<file path="src/rtl/opfetch_pkg.sv">
// Shared types and constants for the operand fetch sequencer.
package opfetch_pkg;

  typedef enum logic [2:0] {
    StIdle,
    StRdA,
    StRdB,
    StWait,
    StOut
  } state_e;

  localparam logic [1:0] SEL_NONE = 2'b00;
  localparam logic [1:0] SEL_A    = 2'b01;
  localparam logic [1:0] SEL_B    = 2'b10;
  localparam logic [1:0] SEL_AB   = 2'b11;

  localparam logic [15:0] STALL_MAX = 16'hFFFF;

  // First state after accepting an instruction with the given read select.
  function automatic state_e first_state(input logic [1:0] sel);
    state_e st;
    unique case (sel)
      SEL_A, SEL_AB: st = StRdA;
      SEL_B:         st = StRdB;
      SEL_NONE:      st = StOut;
      default:       st = StOut;
    endcase
    return st;
  endfunction

endpackage

</file>
<file path="src/rtl/operand_fetch_seq_capture.sv">
// Single operand register: cleared on accept, loaded from read data or a
// write-back value caught during the read-issue cycle.
module opfetch_capture #(
  parameter int unsigned DATA_W = 16
) (
  input  logic              clk,
  input  logic              rst,
  input  logic              clr,
  input  logic              byp_hit,
  input  logic [DATA_W-1:0] byp_data,
  input  logic              cap_en,
  input  logic [DATA_W-1:0] rf_data,
  output logic [DATA_W-1:0] q
);

  logic              byp_q;
  logic [DATA_W-1:0] byp_data_q;
  logic [DATA_W-1:0] q_q;

  always_ff @(posedge clk) begin
    if (rst || clr) begin
      byp_q      <= 1'b0;
      byp_data_q <= '0;
      q_q        <= '0;
    end else begin
      if (byp_hit) begin
        byp_q      <= 1'b1;
        byp_data_q <= byp_data;
      end
      if (cap_en) begin
        // The register file returned pre-write data; prefer the caught write.
        q_q   <= byp_q ? byp_data_q : rf_data;
        byp_q <= 1'b0;
      end
    end
  end

  assign q = q_q;

endmodule

</file>
<file path="src/rtl/operand_fetch_seq.sv">
// Operand fetch sequencer: one or two reads from a single-port register file,
// write-back bypass, valid/ready hand-off to execute and a stall counter.
module operand_fetch_seq
  import opfetch_pkg::*;
#(
  parameter int unsigned DATA_W = 16,
  parameter int unsigned ADDR_W = 4,
  parameter int unsigned OP_W   = 6
) (
  input  logic              clk,
  input  logic              rst,
  input  logic              dec_valid,
  output logic              dec_ready,
  input  logic [OP_W-1:0]   dec_opcode,
  input  logic [ADDR_W-1:0] dec_r1,
  input  logic [ADDR_W-1:0] dec_r2,
  input  logic [1:0]        dec_sel,
  output logic              rf_en,
  output logic [ADDR_W-1:0] rf_addr,
  input  logic [DATA_W-1:0] rf_data,
  input  logic              wb_en,
  input  logic [ADDR_W-1:0] wb_addr,
  input  logic [DATA_W-1:0] wb_data,
  output logic              ex_valid,
  input  logic              ex_ready,
  output logic [OP_W-1:0]   ex_opcode,
  output logic [DATA_W-1:0] ex_opa,
  output logic [DATA_W-1:0] ex_opb,
  output logic [15:0]       stall_cnt
);

  state_e            state_q, state_d;
  logic [OP_W-1:0]   opcode_q;
  logic [ADDR_W-1:0] r1_q, r2_q;
  logic [1:0]        sel_q;
  logic [15:0]       stall_q;

  logic accept;
  logic cap_a, cap_b;
  logic byp_hit;

  assign accept  = dec_valid && dec_ready;
  assign byp_hit = rf_en && wb_en && (wb_addr == rf_addr);

  always_comb begin
    state_d   = state_q;
    dec_ready = 1'b0;
    rf_en     = 1'b0;
    rf_addr   = '0;
    ex_valid  = 1'b0;
    cap_a     = 1'b0;
    cap_b     = 1'b0;
    unique case (state_q)
      StIdle: begin
        dec_ready = 1'b1;
        if (dec_valid) state_d = first_state(dec_sel);
      end
      StRdA: begin
        rf_en   = 1'b1;
        rf_addr = r1_q;
        state_d = sel_q[1] ? StRdB : StWait;
      end
      StRdB: begin
        rf_en   = 1'b1;
        rf_addr = r2_q;
        cap_a   = sel_q[0];  // data from the preceding A read lands now
        state_d = StWait;
      end
      StWait: begin
        cap_a   = !sel_q[1];
        cap_b   = sel_q[1];
        state_d = StOut;
      end
      StOut: begin
        ex_valid = 1'b1;
        if (ex_ready) begin
          dec_ready = 1'b1;
          state_d   = dec_valid ? first_state(dec_sel) : StIdle;
        end
      end
      default: state_d = StIdle;
    endcase
  end

  always_ff @(posedge clk) begin
    if (rst) begin
      state_q  <= StIdle;
      opcode_q <= '0;
      r1_q     <= '0;
      r2_q     <= '0;
      sel_q    <= SEL_NONE;
      stall_q  <= '0;
    end else begin
      state_q <= state_d;
      if (accept) begin
        opcode_q <= dec_opcode;
        r1_q     <= dec_r1;
        r2_q     <= dec_r2;
        sel_q    <= dec_sel;
      end
      if (ex_valid && !ex_ready && (stall_q != STALL_MAX)) stall_q <= stall_q + 16'd1;
    end
  end

  opfetch_capture #(
    .DATA_W (DATA_W)
  ) u_cap_a (
    .clk      (clk),
    .rst      (rst),
    .clr      (accept),
    .byp_hit  (byp_hit && (state_q == StRdA)),
    .byp_data (wb_data),
    .cap_en   (cap_a),
    .rf_data  (rf_data),
    .q        (ex_opa)
  );

  opfetch_capture #(
    .DATA_W (DATA_W)
  ) u_cap_b (
    .clk      (clk),
    .rst      (rst),
    .clr      (accept),
    .byp_hit  (byp_hit && (state_q == StRdB)),
    .byp_data (wb_data),
    .cap_en   (cap_b),
    .rf_data  (rf_data),
    .q        (ex_opb)
  );

  assign ex_opcode = opcode_q;
  assign stall_cnt = stall_q;

endmodule

</file>
<file path="config.mk">
export PLATFORM = sky130hd
export DESIGN_NAME = operand_fetch_seq
export DESIGN_NICKNAME = d
export VERILOG_FILES = /design/src/rtl/opfetch_pkg.sv /design/src/rtl/operand_fetch_seq_capture.sv /design/src/rtl/operand_fetch_seq.sv
export SDC_FILE = /design/constraint.sdc
export NUM_CORES = 1
export LEC_CHECK = 0
export BUFFER_PORTS_ARGS = -buffer_cell sky130_fd_sc_hd__buf_2
export CORE_UTILIZATION = 50
export DETAILED_ROUTE_END_ITERATION = 6
export PLACE_DENSITY = 0.76
export SETUP_SLACK_MARGIN = 0.1
export SYNTH_ARGS = -nofsm -noshare
export SYNTH_HDL_FRONTEND = slang
export SYNTH_SLANG_ARGS = --single-unit
export TNS_END_PERCENT = 30
</file>
<file path="constraint.sdc">
create_clock -name clk -period 3.33 [get_ports clk]
set_input_delay 0.1665 -clock clk [delete_from_list [all_inputs] [get_ports clk]]
set_output_delay 0.1665 -clock clk [all_outputs]
set_load 0.05 [all_outputs]
</file>
==> results of run 1 <==
## path summary, 6_finish.rpt
check / startpoint / end / cells past startpoint
worst min-delay path: dec_r2[2] / r2_q[2]$_SDFFE_PP0P_ / 3
worst min register to register: ex_opcode[3]$_SDFFE_PP0P_ / ex_opcode[3]$_SDFFE_PP0P_ / 2
worst max register to register: state_q[0]$_SDFFE_PP0P_ / u_cap_b.byp_q$_SDFFE_PP0P_ / 5
worst max-delay path: state_q[0]$_SDFFE_PP0P_ / u_cap_b.byp_q$_SDFFE_PP0P_ / 5
## cell usage in the layout, fill, tap and decap left out, types with 2 or more instances in the layout
cell type and count:
buf_2 117, dfxtp_1 101, nand2_1 74, mux2i_1 67, nor2_1 58, a211oi_1 40
a21oi_1 20, nand3_1 20, xnor2_1 13, clkbuf_8 9, nor3_1 7, buf_4 7
nand4_1 5, inv_1 4, nor2b_1 4, nand2b_1 3, o21ai_0 3, a31oi_1 3
inv_8 3, o21a_1 2, nand4bb_1 2, nor3b_1 2, and2_1 2, nor4b_1 2
## worst register-to-register path, delay by kind of cell, from the launching register on
kind,cells,cell delay (ns)
AND/OR/NAND/NOR,2,1.24
flip-flops,1,0.73
AO/OA/AOI/OAI,2,0.51
multiplexers,1,0.30
## layout make-up
type / count / area [µm²]
clock buffer: 9 / 124
clock inverter: 7 / 75.1
fill: 798 / 3380
inverter: 4 / 15.0
multi-input combinational: 354 / 2280
sequential: 101 / 2020
tap: 108 / 135
timing repair buffer: 124 / 638
## kinds of logic after synthesis
| family | share of synthesized area, % |
|---|---|
| compound gates | 11.8 |
| xor+xnor | 2.75 |
| fa+ha+maj | 0.280 |
| buf+inv | 3.95 |
| flops | 45.3 |
| mux | 15.4 |
| simple gates | 20.5 |
## where the power goes
part	internal [W]	leakage, nW	switching [W]
sequential	0.00124	0.816	0.0000306
combinational	0.000111	1.21	0.000232
clock	0.000298	0.0985	0.000470
## metrics by stage
stage	util (%)	setup slack, ns	instance area, µm²	hold WS (ns)
floorplan	-	0.999	4460	0.262
finish	61.0	0.465	5290	0.0460
global route	61.0	0.290	5290	0.0369
CTS	61.0	0.447	5290	0.0297
detailed placement	58.7	0.467	5090	0.425
global placement	58.7	0.606	5090	0.419
## sequential cells by signal (all words and copies together), names as in the netlist
| signal | cells |
|---|---|
| u_cap_a.byp_data_q | 16 |
| stall_cnt | 16 |
| r1_q | 4 |
| u_cap_b.byp_data_q | 16 |
| u_cap_a.q | 16 |
| u_cap_a.byp_q | 1 |
| state_q | 3 |
| sel_q | 2 |
| r2_q | 4 |
| u_cap_b.byp_q | 1 |
| u_cap_b.q | 16 |
| ex_opcode | 6 |
## layer usage
layer | wire length (µm) | GRT usage, % | vias to the layer above
li1 | - | - | 1938
met1 | 4770 | 28.3 | 1793
met2 | 4550 | 36.8 | 110
met3 | 546 | 4.69 | 10
met4 | 121 | 6.99 | 0
met5 | 0 | 0 | -
==> qor.txt, run 1 <==
leading area contributor after synthesis -> dfxtp_1
Relative slew margins -> 26.5%
slowest stage cell on the critical path -> or4_1
Worst Setup Start Kind -> register
Final setup violation count -> 0
first-pass GRT wire length -> 16.1 mm
Slew @ Worst Pin -> 1.10 ns
unrepaired setup endpoints after global routing -> false
DR DRC count -> 0
maximum level of the CTS H-tree -> 3
crit path cell chain -> nor2b_4, o2111ai_1, mux2_4, or4_1, a211oi_1
leakage power -> 2.13 nW
CP max FO -> 18
Max Freq -> 0.349 GHz
total clock sinks -> 101
crit path buf inv count -> 0
FP Rows -> 34
core box area -> 8680 µm²
dpl cells -> 691
Setup crit end kind -> register
Crit Path Class -> reg2reg
Final Non-Filler Cells -> 707
Hold Vio Cnt, Final -> 0
die height -> 96.5 µm
PD cells -> 449 nW/µm²
most common cell in the synthesized netlist -> dfxtp_1
Synth async-reset ratio -> 0%
Max Slew Vio Count -> 0
TritonCTS clock tree -> built
Max IR drop VDD -> 240 µV
gr ovfl total -> 0
clock buffer depth -> 2
diode count -> 0
# Max-Cap Violations -> 0
Largest delay share family, worst path -> simple AND/OR/NAND/NOR gates
clock slew at reported path FFs -> 0.11 ns
Ys Warns -> 0
I/O pins -> 118
vias in the first global route -> 3,616
Vias -> 3,851
synthesized net count -> 554
first drt pass iteration count -> 4
Critical Path AT -> 3.14 ns
Yosys top cell area share -> 45.3%
EDFF count, synth -> 0
final setup TNS -> 0 ns
post-CTS sizing -> 0
Syn Area/Cell -> 8.99 µm²
clk root buf -> clkbuf_8
synthesized instance count -> 496
total power -> 0.00238 W
initial core utilization -> 51.4%
number of synthesized register bits -> 101
dominant synthesized flop cell -> dfxtp_1
Num CTS Buffers -> 9
via/cell ratio -> 5.45
Final ANT Viol Nets -> 0
period utilization -> 86.0%
Critical Path RT -> 3.61 ns
share of cells above drive strength 1 -> 25.0%
max incr delay on CP -> 0.91 ns
Worst-Skew Late Latency -> 0.37 ns
Setup Fix Bufs, Post-CTS -> 0
Layout Area Growth over Synthesis -> 18.7%
Final Skew -> 0.0159 ns
die area -> 9300 µm²
wire per inst -> 14.1 µm
Unique masters post-synth -> 49
largest net degree at the start of global routing -> 49
final wirelength -> 9.99 mm
outcome -> finished clean
synth top area cells -> dfxtp_1 45%, mux2i_1 15%, a211oi_1 6.7%
dpl hpwl -> 7.11 mm
Seq/Total Area, Yosys -> 45.3%
reg2reg setup slack -> 0.47 ns
hold buffers post-CTS -> 0
Min-Delay Path Class -> in2reg
die span in x -> 96.5 µm
Final Net Count -> 652
Final min period -> 2.86 ns
top cells by count, synth -> 101 x dfxtp_1, 74 x nand2_1, 67 x mux2i_1
antenna violations before repair -> 0
GRT Total Usage -> 22.0%
# port buffers -> 117
gpl congestion -> 0.785
Iter 0 DRT Violations -> 114
Synth Cell Area -> 4460 µm²
Power figures use the tool's default switching activity.
==> inputs of run 2 (changes only) <==
--- a/config.mk
+++ b/config.mk
@@ -7,6 +7,7 @@
 export LEC_CHECK = 0
 export BUFFER_PORTS_ARGS = -buffer_cell sky130_fd_sc_hd__buf_2
 export CORE_UTILIZATION = 50
+export CTS_BUF_LIST = sky130_fd_sc_hd__clkbuf_4
 export DETAILED_ROUTE_END_ITERATION = 6
 export PLACE_DENSITY = 0.76
 export SETUP_SLACK_MARGIN = 0.1
==> constraint.sdc (replaced) <==
create_clock -name clk -period 2.65 [get_ports clk]
set_input_delay 0.1325 -clock clk [delete_from_list [all_inputs] [get_ports clk]]
set_output_delay 0.1325 -clock clk [all_outputs]
set_load 0.05 [all_outputs]
==> qor.txt, run 2 (synthesized netlist as in run 1, its figures left out) <==
Layout Area Growth over Synthesis -> 27.3%
Setup crit end kind -> register
# port buffers -> 117
Final ANT Viol Nets -> 0
die area -> 9300 µm²
via/cell ratio -> 5.33
outcome -> finished clean
antenna violations before repair -> 0
slowest stage cell on the critical path -> dfxtp_1
Critical Path RT -> 3.02 ns
gpl congestion -> 0.771
Vias -> 4,012
maximum level of the CTS H-tree -> 3
GR peak layer -> met2
clk root buf -> clkbuf_4
GRT Total Usage -> 23.2%
Worst-Skew Late Latency -> 0.44 ns
initial core utilization -> 51.4%
Worst Setup Start Kind -> register
Final setup violation count -> 0
Min Hold Slack -> 0.0204 ns
period utilization -> 85.2%
FILL cells -> 722
Max Freq -> 0.443 GHz
dpl hpwl -> 7.18 mm
diode count -> 0
Hold Vio Cnt, Final -> 0
clock slew at reported path FFs -> 0.16 ns
FP Rows -> 34
Iter 0 DRT Violations -> 97
M3 GR Usage -> 3.36%
Max Slew Vio Count -> 0
final setup TNS -> 0 ns
first drt pass iteration count -> 4
Critical Path AT -> 2.63 ns
gr ovfl total -> 0
most frequent cells in the layout -> 117 x buf_2, 100 x dfxtp_1, 74 x nand2_1
area taken by flip-flops and latches -> 2020 µm²
Crit Path Class -> reg2reg
DR DRC count -> 0
CP max FO -> 17
core box area -> 8680 µm²
die height -> 96.5 µm
Final min period -> 2.26 ns
# Max-Cap Violations -> 0
first-pass GRT wire length -> 16.7 mm
TritonCTS clock tree -> built
Min-Delay Path Class -> in2reg
leading cell type in the layout, fill and taps excluded -> buf_2
Num CTS Buffers -> 9
max incr delay on CP -> 0.49 ns
die span in x -> 96.5 µm
Final Net Count -> 698
Max IR drop VDD -> 261 µV
share of cells above drive strength 1 -> 24.3%
leakage power -> 2.30 nW
GR Util met1 -> 30.2%
final wirelength -> 10.8 mm
unrepaired setup endpoints after global routing -> false
clock buffer depth -> 2
largest net degree at the start of global routing -> 49
I/O pins -> 118
wire per inst -> 14.4 µm
total clock sinks -> 101
Final Skew -> 0.0233 ns
area occupied by multi-input gates -> 2280 µm²
met2 Usage GRT -> 38.7%
crit path cell chain -> nor2b_2, o2111ai_1, mux2_4, or4_1, buf_4, a211oi_1
PD cells -> 502 nW/µm²
vias in the first global route -> 3,631
Relative slew margins -> 25.5%
Setup Fix Bufs, Post-CTS -> 0
Slew @ Worst Pin -> 1.11 ns
run 2: metal layers:
metal	vias up	wire length (µm)
met5	-	0
met4	0	204
met3	20	519
met2	121	5110
met1	1837	4970
li1	2034	-
run 2: area by class of cell:
class | count | area share (%)
multi-input combinational | 354 | 40.2
sequential | 101 | 35.6
timing repair buffer | 170 | 19.1
tap | 108 | 2.38
clock buffer | 9 | 1.19
clock inverter | 7 | 1.19
inverter | 4 | 0.264
run 2: final timing paths:
kind                                              start                    endpoint  slack [ns]  depth (start not counted)
worst max-delay path            state_q[1]$_SDFFE_PP0P_  u_cap_b.byp_q$_SDFFE_PP0P_        0.39                          6
worst min-delay path                         rf_data[8]   u_cap_a.q[8]$_SDFFE_PP0P_        0.02                          3
worst min register to register     r1_q[1]$_SDFFE_PP0P_        r1_q[1]$_SDFFE_PP0P_        0.47                          2
worst max register to register  state_q[1]$_SDFFE_PP0P_  u_cap_b.byp_q$_SDFFE_PP0P_        0.39                          6
run 2: metrics by stage:
stage / utilization, % / total power [W] / cell area (µm²) / cells / setup WS [ns]
4_1_cts: 65.4 / 0.00288 / 5680 / 753 / 0.298
5_1_grt: 65.4 / 0.00298 / 5680 / 753 / 0.252
3_5_place_dp: 59.2 / 0.00206 / 5140 / 697 / 0.308
2_1_floorplan: - / 0.00192 / 4460 / 496 / 0.319
6_report: 65.4 / 0.00285 / 5680 / 753 / 0.391
3_3_place_gp: 59.2 / 0.00206 / 5140 / 697 / 0.409
run 2: repair_timing:
action	in CTS	in global routing
resized for setup	0	1
hold buffers	40	0
endpoints found under the setup margin	0	1
hold endpoints to repair	58	0
run 2: critical path, delay by kind of cell, from the launching register on:
family	cells	cell delay (ns)
flops	1	0.49
buf+inv	1	0.25
mux	1	0.30
compound gates	2	0.40
simple gates	2	0.76
run 2: where the power goes:
part | switching [W] | internal (W)
Combinational | 0.000317 | 0.000184
Clock | 0.000550 | 0.000218
Sequential | 0.0000277 | 0.00156
==> inputs of run 3 (changes only) <==
==> constraint.sdc (replaced) <==
create_clock -name clk -period 2.65 [get_ports clk]
set_input_delay 0.53 -clock clk [delete_from_list [all_inputs] [get_ports clk]]
set_output_delay 0.53 -clock clk [all_outputs]
set_load 0.05 [all_outputs]
==> qor.txt, run 3 (synthesized netlist as in run 1, its figures left out) <==
outcome -> finished clean
Max Slew Vio Count -> 0
Vias -> 3,775
antenna violations before repair -> 0
Final setup violation count -> 0
most frequent cells in the layout -> 117 x buf_2, 101 x dfxtp_1, 74 x nand2_1
Hold Path Stages -> 3
Largest delay share family, worst path -> flip-flops
hold buffers post-CTS -> 0
wire per inst -> 14.1 µm
first drt pass iteration count -> 4
crit path cell chain -> and4bb_2, or2_2, buf_2
dpl hpwl -> 7.19 mm
period utilization -> 90.6%
Num CTS Buffers -> 9
total clock sinks -> 101
GRT Total Usage -> 21.6%
Hold EP -> r1_q[0]$_SDFFE_PP0P_
clock buffer depth -> 2
crit path buf inv count -> 1
area taken by flip-flops and latches -> 2020 µm²
Hold Crit Start -> dec_r1[0]
TritonCTS clock tree -> built
FP Rows -> 34
final setup TNS -> 0 ns
I/O pins -> 118
Worst-Skew Late Latency -> 0.44 ns
final wirelength -> 10.1 mm
Max IR drop VDD -> 354 µV
Final Skew -> 0.0248 ns
Area after DPL -> 5150 µm²
Final Instance Area -> 5320 µm²
leading cell type in the layout, fill and taps excluded -> buf_2
via/cell ratio -> 5.29
Critical Path AT -> 1.87 ns
core box area -> 8680 µm²
unrepaired setup endpoints after global routing -> true
diode count -> 0
largest net degree at the start of global routing -> 49
Layout Utilization -> 61.3%
vias in the first global route -> 3,473
Hold Vio Cnt, Final -> 0
reg2reg setup slack -> 0.28 ns
Layout Area Growth over Synthesis -> 19.2%
die area -> 9300 µm²
Worst Setup Start Kind -> register
Setup crit end kind -> output pin
first-pass GRT wire length -> 15.8 mm
FILL cells -> 775
gpl congestion -> 0.860
Critical Path RT -> 2.12 ns
# Max-Cap Violations -> 0
slowest stage cell on the critical path -> dfxtp_1
die height -> 96.5 µm
Max Freq -> 0.416 GHz
max incr delay on CP -> 0.64 ns
total power -> 0.00295 W
PD cells -> 554 nW/µm²
clock slew at reported path FFs -> 0.15 ns
Min Hold Slack -> 0.323 ns
# port buffers -> 117
gr ovfl total -> 0
maximum level of the CTS H-tree -> 3
Crit Path Class -> reg2out
Final min period -> 2.40 ns
R2R depth -> 6
Setup Fix Bufs, Post-CTS -> 0
leakage power -> 2.15 nW
Min-Delay Path Class -> in2reg
area occupied by multi-input gates -> 2290 µm²
CP max FO -> 16
r2r startpoint -> state_q[2]$_SDFFE_PP0P_
Iter 0 DRT Violations -> 83
DR DRC count -> 0
initial core utilization -> 51.4%
FF-to-FF End -> u_cap_b.byp_q$_SDFFE_PP0P_
Slew @ Worst Pin -> 0.981 ns
share of cells above drive strength 1 -> 25.8%
Final Net Count -> 659
clk root buf -> clkbuf_4
Relative slew margins -> 34.5%
Final ANT Viol Nets -> 0
die span in x -> 96.5 µm
## run 3: area by class of cell
class | instances | share of cell area (%)
clock inverter | 6 | 1.79
tap | 108 | 2.54
multi-input combinational | 354 | 43.1
sequential | 101 | 38.0
clock buffer | 9 | 1.27
inverter | 4 | 0.282
timing repair buffer | 131 | 13.0
## run 3: report_power, final
part	switching, W	internal, W	leakage (nW)
Sequential	0.0000272	0.00155	0.816
Clock	0.000520	0.000388	0.0805
Combinational	0.000308	0.000150	1.25
## run 3: tightest hold or removal path: cells and delay by family
kind / cells / cell delay [ns]
compound gates: 1 / 0.05
buf+inv: 1 / 0.09
simple gates: 1 / 0.05
## run 3: metal layers
metal  global-route usage [%]  wire, µm
met1                     28.8      4950
met2                     34.9      4520
met3                     4.23       524
met4                     7.48        59
met5                        0         0
## run 3: stage by stage
stage,instances,worst slack (ns)
after detailed placement,698,0.307
after floorplan,496,0.319
after CTS,713,0.190
after global routing,713,0.0985
after global placement,698,0.395
final,713,0.248
## run 3: what timing repair did
item,CTS,global route
endpoints found under the setup margin,0,2
resized for setup,0,1
endpoints found under the hold margin,0,0
## run 3: how the worst max path moves through the flow
stage	cells past startpoint	slack [ns]	endpoint	from
floorplan	7	0.32	u_cap_b.byp_data_q[10]$_SDFFE_PP0P_	state_q[0]$_SDFFE_PP0P_
global placement	6	0.39	u_cap_b.byp_q$_SDFFE_PP0P_	state_q[2]$_SDFFE_PP0P_
detailed placement	6	0.31	u_cap_b.byp_q$_SDFFE_PP0P_	state_q[2]$_SDFFE_PP0P_
CTS	3	0.19	dec_ready	state_q[2]$_SDFFE_PP0P_
global route	6	0.1	u_cap_b.byp_q$_SDFFE_PP0P_	state_q[2]$_SDFFE_PP0P_
finish	3	0.25	rf_addr[3]	state_q[2]$_SDFFE_PP0P_
